===== config.mk =====
export PLATFORM = sky130hd
export DESIGN_NAME = spi_slave_flat
export DESIGN_NICKNAME = d
export VERILOG_FILES = /design/src/rtl/spi_slave_if.sv /design/src/rtl/spi_slave.sv /design/src/flat_wrapper.sv
export SDC_FILE = /design/constraint.sdc
export NUM_CORES = 1
export LEC_CHECK = 0
export CORE_ASPECT_RATIO = 1.2
export CORE_MARGIN = 1
export CORE_UTILIZATION = 30
export CTS_BUF_LIST = sky130_fd_sc_hd__clkbuf_8
export DETAILED_ROUTE_END_ITERATION = 8
export PLACE_DENSITY_LB_ADDON = 0.25
export RECOVER_POWER = 100
export SYNTH_ARGS = -nofsm -noshare
export SYNTH_HDL_FRONTEND = slang
export SYNTH_SLANG_ARGS = --single-unit

===== constraint.sdc =====
create_clock -name clk -period 2.26 [get_ports clk]
set_input_delay 0.226 -clock clk [delete_from_list [all_inputs] [get_ports clk]]
set_output_delay 0.226 -clock clk [all_outputs]
set_load 0.03 [all_outputs]

===== src/rtl/spi_slave_if.sv =====
// Bundle of SPI pins plus core-side RX/TX handshake between a master-side agent and spi_slave.
interface spi_slave_if;
  logic       sclk;
  logic       cs_n;
  logic       mosi;
  logic       miso;
  logic       miso_oe;
  logic [7:0] rx_data;
  logic       rx_valid;
  logic [7:0] tx_data;
  logic       tx_wr;
  logic       tx_ready;
  logic       busy;

  modport slave (
    input  sclk, cs_n, mosi, tx_data, tx_wr,
    output miso, miso_oe, rx_data, rx_valid, tx_ready, busy
  );

  modport master (
    output sclk, cs_n, mosi, tx_data, tx_wr,
    input  miso, miso_oe, rx_data, rx_valid, tx_ready, busy
  );
endinterface


===== src/rtl/spi_slave.sv =====
// SPI mode-0 slave, oversampled on the system clock. MSB-first 8-bit frames,
// received bytes delivered with a one-clock strobe, transmit bytes taken from a 1-deep buffer.
module spi_slave #(
  parameter int         SYNC_STAGES = 2,
  parameter logic [7:0] IDLE_BYTE   = 8'hFF
) (
  input logic        clk,
  input logic        rst,
  spi_slave_if.slave bus
);

  typedef enum logic [0:0] {
    ST_IDLE   = 1'b0,
    ST_ACTIVE = 1'b1
  } state_t;

  // After reset the synchronizers hold idle values; edges are ignored until they have
  // refilled from the pins so a frame already in progress is not mistaken for a new one.
  localparam int                   FLUSH_W   = $clog2(SYNC_STAGES + 2);
  localparam logic [FLUSH_W-1:0]   FLUSH_CNT = FLUSH_W'(SYNC_STAGES + 1);

  logic [SYNC_STAGES-1:0] r_sclk_sync;
  logic [SYNC_STAGES-1:0] r_cs_sync;
  logic [SYNC_STAGES-1:0] r_mosi_sync;
  logic                   r_sclk_d;
  logic                   r_cs_d;
  logic [FLUSH_W-1:0]     r_flush_cnt;

  state_t     r_state;
  logic [2:0] r_bit_cnt;
  logic [7:0] r_rx_shift;
  logic [7:0] r_tx_shift;
  logic [7:0] r_tx_buf;
  logic       r_tx_ready;
  logic       r_miso;
  logic       r_miso_oe;
  logic       r_busy;
  logic [7:0] r_rx_data;
  logic       r_rx_valid;

  logic       w_sclk_s;
  logic       w_cs_s;
  logic       w_mosi_s;
  logic       w_armed;
  logic       w_cs_edge;
  logic       w_cs_fall;
  logic       w_cs_rise;
  logic       w_sclk_rise;
  logic       w_sclk_fall;
  logic       w_load;
  logic [7:0] w_next_byte;

  assign w_sclk_s  = r_sclk_sync[SYNC_STAGES-1];
  assign w_cs_s    = r_cs_sync[SYNC_STAGES-1];
  assign w_mosi_s  = r_mosi_sync[SYNC_STAGES-1];
  assign w_armed   = (r_flush_cnt == {FLUSH_W{1'b0}});
  assign w_cs_edge = w_cs_s ^ r_cs_d;
  assign w_cs_fall = w_armed & r_cs_d & ~w_cs_s;
  assign w_cs_rise = w_armed & ~r_cs_d & w_cs_s;
  // sclk edges coinciding with a cs_n edge are dropped
  assign w_sclk_rise = w_armed & ~w_cs_edge & ~r_sclk_d & w_sclk_s;
  assign w_sclk_fall = w_armed & ~w_cs_edge & r_sclk_d & ~w_sclk_s;

  // A new transmit byte is taken at frame start and at each byte boundary on sclk fall
  assign w_load = ((r_state == ST_IDLE) & w_cs_fall) |
                  ((r_state == ST_ACTIVE) & w_sclk_fall & (r_bit_cnt == 3'd0));
  assign w_next_byte = r_tx_ready ? IDLE_BYTE : r_tx_buf;

  assign bus.miso     = r_miso;
  assign bus.miso_oe  = r_miso_oe;
  assign bus.busy     = r_busy;
  assign bus.rx_data  = r_rx_data;
  assign bus.rx_valid = r_rx_valid;
  assign bus.tx_ready = r_tx_ready;

  // Pin synchronizers, one-cycle-delayed copies for edge detection, post-reset flush counter
  always_ff @(posedge clk) begin
    if (rst) begin
      r_sclk_sync <= {SYNC_STAGES{1'b0}};
      r_cs_sync   <= {SYNC_STAGES{1'b1}};
      r_mosi_sync <= {SYNC_STAGES{1'b0}};
      r_sclk_d    <= 1'b0;
      r_cs_d      <= 1'b1;
      r_flush_cnt <= FLUSH_CNT;
    end else begin
      r_sclk_sync <= {r_sclk_sync[SYNC_STAGES-2:0], bus.sclk};
      r_cs_sync   <= {r_cs_sync[SYNC_STAGES-2:0], bus.cs_n};
      r_mosi_sync <= {r_mosi_sync[SYNC_STAGES-2:0], bus.mosi};
      r_sclk_d    <= w_sclk_s;
      r_cs_d      <= w_cs_s;
      if (!w_armed) begin
        r_flush_cnt <= r_flush_cnt - FLUSH_W'(1);
      end
    end
  end

  // Frame FSM with shift registers, TX buffer and registered outputs
  always_ff @(posedge clk) begin
    if (rst) begin
      r_state    <= ST_IDLE;
      r_bit_cnt  <= 3'd0;
      r_rx_shift <= 8'h00;
      r_tx_shift <= 8'h00;
      r_tx_buf   <= 8'h00;
      r_tx_ready <= 1'b1;
      r_miso     <= 1'b0;
      r_miso_oe  <= 1'b0;
      r_busy     <= 1'b0;
      r_rx_data  <= 8'h00;
      r_rx_valid <= 1'b0;
    end else begin
      r_rx_valid <= 1'b0;

      // A load sees the buffer as it was before any same-cycle write
      if (w_load && !r_tx_ready) begin
        r_tx_ready <= 1'b1;
      end else if (bus.tx_wr && r_tx_ready) begin
        r_tx_buf   <= bus.tx_data;
        r_tx_ready <= 1'b0;
      end

      case (r_state)
        ST_IDLE: begin
          if (w_cs_fall) begin
            r_state    <= ST_ACTIVE;
            r_miso_oe  <= 1'b1;
            r_busy     <= 1'b1;
            r_bit_cnt  <= 3'd0;
            r_tx_shift <= w_next_byte;
            r_miso     <= w_next_byte[7];
          end
        end
        ST_ACTIVE: begin
          if (w_cs_rise) begin
            r_state   <= ST_IDLE;
            r_miso_oe <= 1'b0;
            r_busy    <= 1'b0;
            r_bit_cnt <= 3'd0;
          end else if (w_sclk_rise) begin
            r_rx_shift <= {r_rx_shift[6:0], w_mosi_s};
            r_bit_cnt  <= r_bit_cnt + 3'd1;
            if (r_bit_cnt == 3'd7) begin
              r_rx_data  <= {r_rx_shift[6:0], w_mosi_s};
              r_rx_valid <= 1'b1;
            end
          end else if (w_sclk_fall) begin
            if (r_bit_cnt != 3'd0) begin
              r_tx_shift <= {r_tx_shift[6:0], 1'b0};
              r_miso     <= r_tx_shift[6];
            end else begin
              r_tx_shift <= w_next_byte;
              r_miso     <= w_next_byte[7];
            end
          end
        end
        default: begin
          r_state   <= ST_IDLE;
          r_miso_oe <= 1'b0;
          r_busy    <= 1'b0;
          r_bit_cnt <= 3'd0;
        end
      endcase
    end
  end

endmodule

===== src/flat_wrapper.sv =====
// flat-port wrapper written by rule: the top's interface ports become plain ports
module spi_slave_flat 
#(
  parameter int         SYNC_STAGES = 2,
  parameter logic [7:0] IDLE_BYTE   = 8'hFF
)
  (clk, rst, bus_sclk, bus_cs_n, bus_mosi, bus_tx_data, bus_tx_wr, bus_miso, bus_miso_oe, bus_rx_data, bus_rx_valid, bus_tx_ready, bus_busy);
  spi_slave_if bus_i ();
  input logic clk;
  input logic rst;
  input wire logic [$bits(bus_i.sclk)-1:0] bus_sclk;
  input wire logic [$bits(bus_i.cs_n)-1:0] bus_cs_n;
  input wire logic [$bits(bus_i.mosi)-1:0] bus_mosi;
  input wire logic [$bits(bus_i.tx_data)-1:0] bus_tx_data;
  input wire logic [$bits(bus_i.tx_wr)-1:0] bus_tx_wr;
  output wire logic [$bits(bus_i.miso)-1:0] bus_miso;
  output wire logic [$bits(bus_i.miso_oe)-1:0] bus_miso_oe;
  output wire logic [$bits(bus_i.rx_data)-1:0] bus_rx_data;
  output wire logic [$bits(bus_i.rx_valid)-1:0] bus_rx_valid;
  output wire logic [$bits(bus_i.tx_ready)-1:0] bus_tx_ready;
  output wire logic [$bits(bus_i.busy)-1:0] bus_busy;
  assign bus_i.sclk = bus_sclk;
  assign bus_i.cs_n = bus_cs_n;
  assign bus_i.mosi = bus_mosi;
  assign bus_i.tx_data = bus_tx_data;
  assign bus_i.tx_wr = bus_tx_wr;
  assign bus_miso = bus_i.miso;
  assign bus_miso_oe = bus_i.miso_oe;
  assign bus_rx_data = bus_i.rx_data;
  assign bus_rx_valid = bus_i.rx_valid;
  assign bus_tx_ready = bus_i.tx_ready;
  assign bus_busy = bus_i.busy;
  spi_slave #(.SYNC_STAGES(SYNC_STAGES), .IDLE_BYTE(IDLE_BYTE)) u_core (.clk(clk), .rst(rst), .bus(bus_i));
endmodule

Word level (Yosys, flattened, before mapping). Index checks and enable logic that the tools add are counted.

Register bits after elaboration: 48. Latch bits: 0. Memory bits (writable): 0. Bits in read-only memories: 0. Input port bits: 14. Output and inout bits: 13. Word-level logic and storage cells: 86. Memories kept: 0.

$add $sub $neg: 2. $mul: 0. Div/mod/pow operators: 0. $lt $le $gt $ge: 0. Eq/ne operators: 7. Shift operators: 0. Muxes and demuxes: 24. Bitwise gates (word level): 23. Reductions and logical operators: 14.

Operators with widths (number): $mux 7 (5); $pmux 7 s2 (1); $and 1x1->1 (12); $mux 1 (10); $mux 3 (3); $not 1->1 (9); $mux 8 (1); $ne 2x2->1 const B (4); $reduce_and 4->1 (2); $pmux 1 s2 (3); $pmux 3 s2 (1); $reduce_and 2->1 (3); $reduce_or 4->1 (1); $add 3x1->3 const B (1); $eq 3x3->1 const B (1); $logic_not 3->1 (1); $ne 3x3->1 const B (1); $reduce_and 3->1 (1); $reduce_bool 3->1 (1); $logic_and 1x1->1 (2); $logic_not 2->1 (1); $ne 2x1->1 const B (1); $reduce_or 2->1 (1); $sub 2x1->2 const B (1); other kinds (3) (3).

Depth between registers and ports, before layout.
Word-level depth: 11. Mapped depth: 8. Mapped depth without buffers: 6.

Worst setup path before layout. Ideal clock, no wire load.

Path type: reg-to-reg. Start point: reg u_core.r_bit_cnt[0]. End point: reg u_core.r_rx_data[6], in the netlist u_core.bus.rx_data[6]. Library setup time: 0.132 ns. Data arrival time: 1.683 ns. Setup slack: 0.444 ns. Cell stages (with the launch flop): 9. Path through: dfxtp_1 ha_1 ha_1 clkbuf_1 inv_1 or4_1 buf_2 nand2_1 a21oi_1.

Word-level cells in the longest chain between the ends: 2.

Ends and longest elaborated chain: start: declaration (RTL line spi_slave.sv:30) `logic [2:0] r_bit_cnt;`; start signal: assignment (RTL line spi_slave.sv:141) `r_bit_cnt <= r_bit_cnt + 3'd1;`; $eq 3x3->1 (RTL line spi_slave.sv:142) `if (r_bit_cnt == 3'd7) begin`; $reduce_and 4->1 (no line); end signal: assignment (RTL line spi_slave.sv:143) `r_rx_data <= {r_rx_shift[6:0], w_mosi_s};`; end: declaration (RTL line spi_slave.sv:38) `logic [7:0] r_rx_data;`.

No other way between the ends. A chain may end at the register's enable or synchronous reset.

Final worst setup path.
Start point: reg u_core.r_flush_cnt[0]. End point: reg u_core.r_rx_data[7], in the netlist u_core.bus.rx_data[7].

Word-level cells in the longest chain between the ends: 5. Elaborated cells between the ends (all ways): 8.

Ends and longest elaborated chain: start: declaration (RTL line spi_slave.sv:27) `logic [FLUSH_W-1:0] r_flush_cnt;`; start signal: assignment (RTL line spi_slave.sv:92) `r_flush_cnt <= r_flush_cnt - FLUSH_W'(1);`; $logic_not 2->1 (*) (RTL line spi_slave.sv:56) `assign w_armed = (r_flush_cnt == {FLUSH_W{1'b0}});`; $and 1x1->1, on equally long branches (2 in a row) (RTL line spi_slave.sv:61, spi_slave.sv:59); $and 1x1->1 / $not 1->1 (equally long branches); $reduce_and 4->1 (no line) (*).

Mark *: on every way between the ends. The rest lies on a longest branch, timed or not.

==> run_results.csv <==
group,metric,value,unit
layout,layout-drive-gt1-share,7.540,%
layout,areaGrowthSynthToFinish,20.25,%
timing,finClkSkew,0.01179,ns
global_route,globalRouteTotalUtil,11.32,%
place,io_buffers,26,
cts,numCtsBuffers,5,
global_route,grt_first_pass_wirelength,6403,um
global_route,antenna_found_initial,0,
cts,htree_num_levels,2,
synthesis,netlist_top_cells_area,"dfxtp_1 48%, a21oi_1 7.0%, nand2_1 5.2%, nand3_1 4.5%, mux2i_1 4.0%",
global_route,grt.overflow.total,0,
power,peakVddDrop,0.2850,mV
synthesis,syn_inst,230,
route,drt_iter0_drc,31,
cts,cts_buffer_depth,2,
place,gp_congestion,0.7315,
hold_path,holdPathStages,1,
worst_setup_path,critPathKind,"reg -> reg",
place,dp_cells,329,
global_route,grt_pass1_vias,1463,
cts,cts_resized,0,
synthesis,synthArstFlopShare,0,%
layout,fillers,686,
timing,holdWs,0.4141,ns
timing,fin_crit_sh,88.21,%
timing,rsz0062_at_grt,"false",
hold_path,hp-class,"reg -> reg",
die,start_util,31.25,%
layout,diodes,0,
synthesis,ys_ff_latch,48,
place,hpwlAfterDp,2571,um
timing,relSlewSlack,14.59,%
worst_setup_path,crit_arrival,2.11,ns
route,drc,0,
route,wl,3724,um
power,power_per_cell_area,656.8,mW/mm^2
synthesis,syn_nets,248,
layout,nNetsFinal,269,
synthesis,ys_top_cells_by_count,"48 x dfxtp_1, 28 x a21oi_1, 28 x nand2_1",
synthesis,synth-edff-count,0,
route,vias_per_cell,4.772,
die,ios,27,
cts,post-cts-setup-buffers,0,
synthesis,yosysTopAreaCellShare,47.70,%
power,power.leakage,0.8931,nW
synthesis,ys_types,35,
cts,root_buffer,"clkbuf_8",
route,post_drt_wl_per_cell,11.05,um
worst_setup_path,ff2ff_path_depth,6,
synthesis,synth-seq-area-share,47.70,%
layout,layoutNonFillerInstCount,337,
synthesis,yosysMostFrequentCell,"dfxtp_1",
timing,final.setup.tns,0,ns
die,die_height,91.77,um
die,core.rowCount,32,
worst_setup_path,cp.required,2.38,ns
worst_setup_path,path_max_fanout,11,
route,num_vias,1608,
synthesis,yosysTopAreaCell,"dfxtp_1",
cts,clock_latency,0.30,ns
timing,setup_violations,0,
route,ant_nets,0,
layout,seq_area,960.9,um^2
die,die_w,76.81,um
flow_run,max-cap-violations,0,
cts,cts_tree,"built",
timing,fin_crit,1.993,ns
route,drtPass1Iterations,4,
timing,max_freq,0.5016,GHz
global_route,grt_max_degree,32,
worst_setup_path,crit_path_end_kind,"flip-flop",
cts,clk_pin_slew,0.09,ns
die,core-area,0.006446,mm^2
outcome,status,"complete, no violations",
synthesis,synth_flop_cell,"dfxtp_1",
die,dieArea,0.007048,mm^2
worst_setup_path,start_kind,"flip-flop",
timing,tightest_slew,1.281,ns
cts,cts_sinks,48,
layout,multi_input_area,932.1,um^2
timing,slew_viol_final,0,
cts,hold_buffers,0,
synthesis,ys_warn_count,0,
timing,hold_viol,0,
synthesis,avgSynthCellArea,8.758,um^2
synthesis,netlist_area,0.002014,mm^2
logic make-up (layout without fill, tap and decap cells):
kind of cell / count (synthesis) / in the layout / synth area share, %
compound gates: 54 / 54 / 17.08
xor+xnor: 3 / 3 / 1.305
fa+ha+maj: 4 / 4 / 2.485
buf+inv: 26 / 48 / 6.025
flops: 48 / 48 / 47.70
mux: 8 / 8 / 3.975
simple gates: 87 / 87 / 21.43
critical path, stage by stage (launching register included):
cell	delay, ns
dfxtp_1	0.33
inv_1	0.06
ha_1	0.40
nand2_1	0.18
or4_1	0.66
nand2_1	0.12
a21oi_1	0.06
layout by cell type (no fill, tap or decap), types with 4 or more instances in the layout:
cell             count
nand2b_1             4
or2_2                4
clkdlybuf4s50_1     11
ha_1                 4
buf_4                4
a21oi_1             28
dlygate4sd3_1       15
dfxtp_1             48
nor2_1              18
nand2_1             28
o21ai_0             11
o311ai_0             7
clkbuf_8             6
nand3_1             18
mux2i_1              8
nor2b_1              6
inv_1                9
routing by layer:
layer  up-vias  part of all wire (%)  global-route usage [%]
met4         0                   2.0                   5.288
met5         -                     0                       0
met2        23                    49                   19.12
met3         5                   3.0                   2.985
li1        832                     -                       -
met1       748                    46                   13.24
power breakdown:
part           switching (W)  total [W]  internal (W)  leakage (nW)
combinational       0.000102   0.000178     0.0000764         0.454
clock               0.000271   0.000516      0.000244        0.0486
sequential         0.0000212   0.000897      0.000876         0.390
total               0.000394    0.00159       0.00120         0.893
stage by stage:
stage | utilization (%) | setup WS [ns] | total power (W) | instance area [um^2]
final | 37.58 | 0.2666 | 0.001591 | 2422
after global routing | 37.58 | 0.07869 | 0.001681 | 2422
after floorplan | - | 0.4445 | 0.001044 | 2014
after detailed placement | 36.22 | 0.3200 | 0.001103 | 2335
after global placement | 36.22 | 0.3551 | 0.001101 | 2335
after CTS | 37.67 | 0.2898 | 0.001626 | 2429
final cells by class:
class,instances,area share (%)
Inverter,8,1.240
Sequential cell,48,39.67
Clock inverter,2,0.4649
Clock buffer,6,3.409
Timing Repair Buffer,32,12.35
Multi-Input combinational cell,156,38.48
Tap cell,85,4.391
registers in the layout, indices dropped and copies added (netlist names), 3 cells and up:
name,cells
u_core.r_tx_shift,7
u_core.r_rx_shift,7
u_core.bus.rx_data,8
u_core.r_tx_buf,8
u_core.r_bit_cnt,3
worst paths after layout:
kind,startpoint,to,slack [ns]
setup / recovery,u_core.r_flush_cnt[0]$_SDFFE_PP1P_,u_core.bus.rx_data[7]$_SDFFE_PP0P_,0.27
hold / removal,u_core.r_cs_sync[0]$_SDFF_PP1_,u_core.r_cs_sync[1]$_SDFF_PP1_,0.41
setup reg to reg,u_core.r_flush_cnt[0]$_SDFFE_PP1P_,u_core.bus.rx_data[7]$_SDFFE_PP0P_,0.27
hold reg to reg,u_core.r_cs_sync[0]$_SDFF_PP1_,u_core.r_cs_sync[1]$_SDFF_PP1_,0.41
Power figures use the tool's default switching activity.
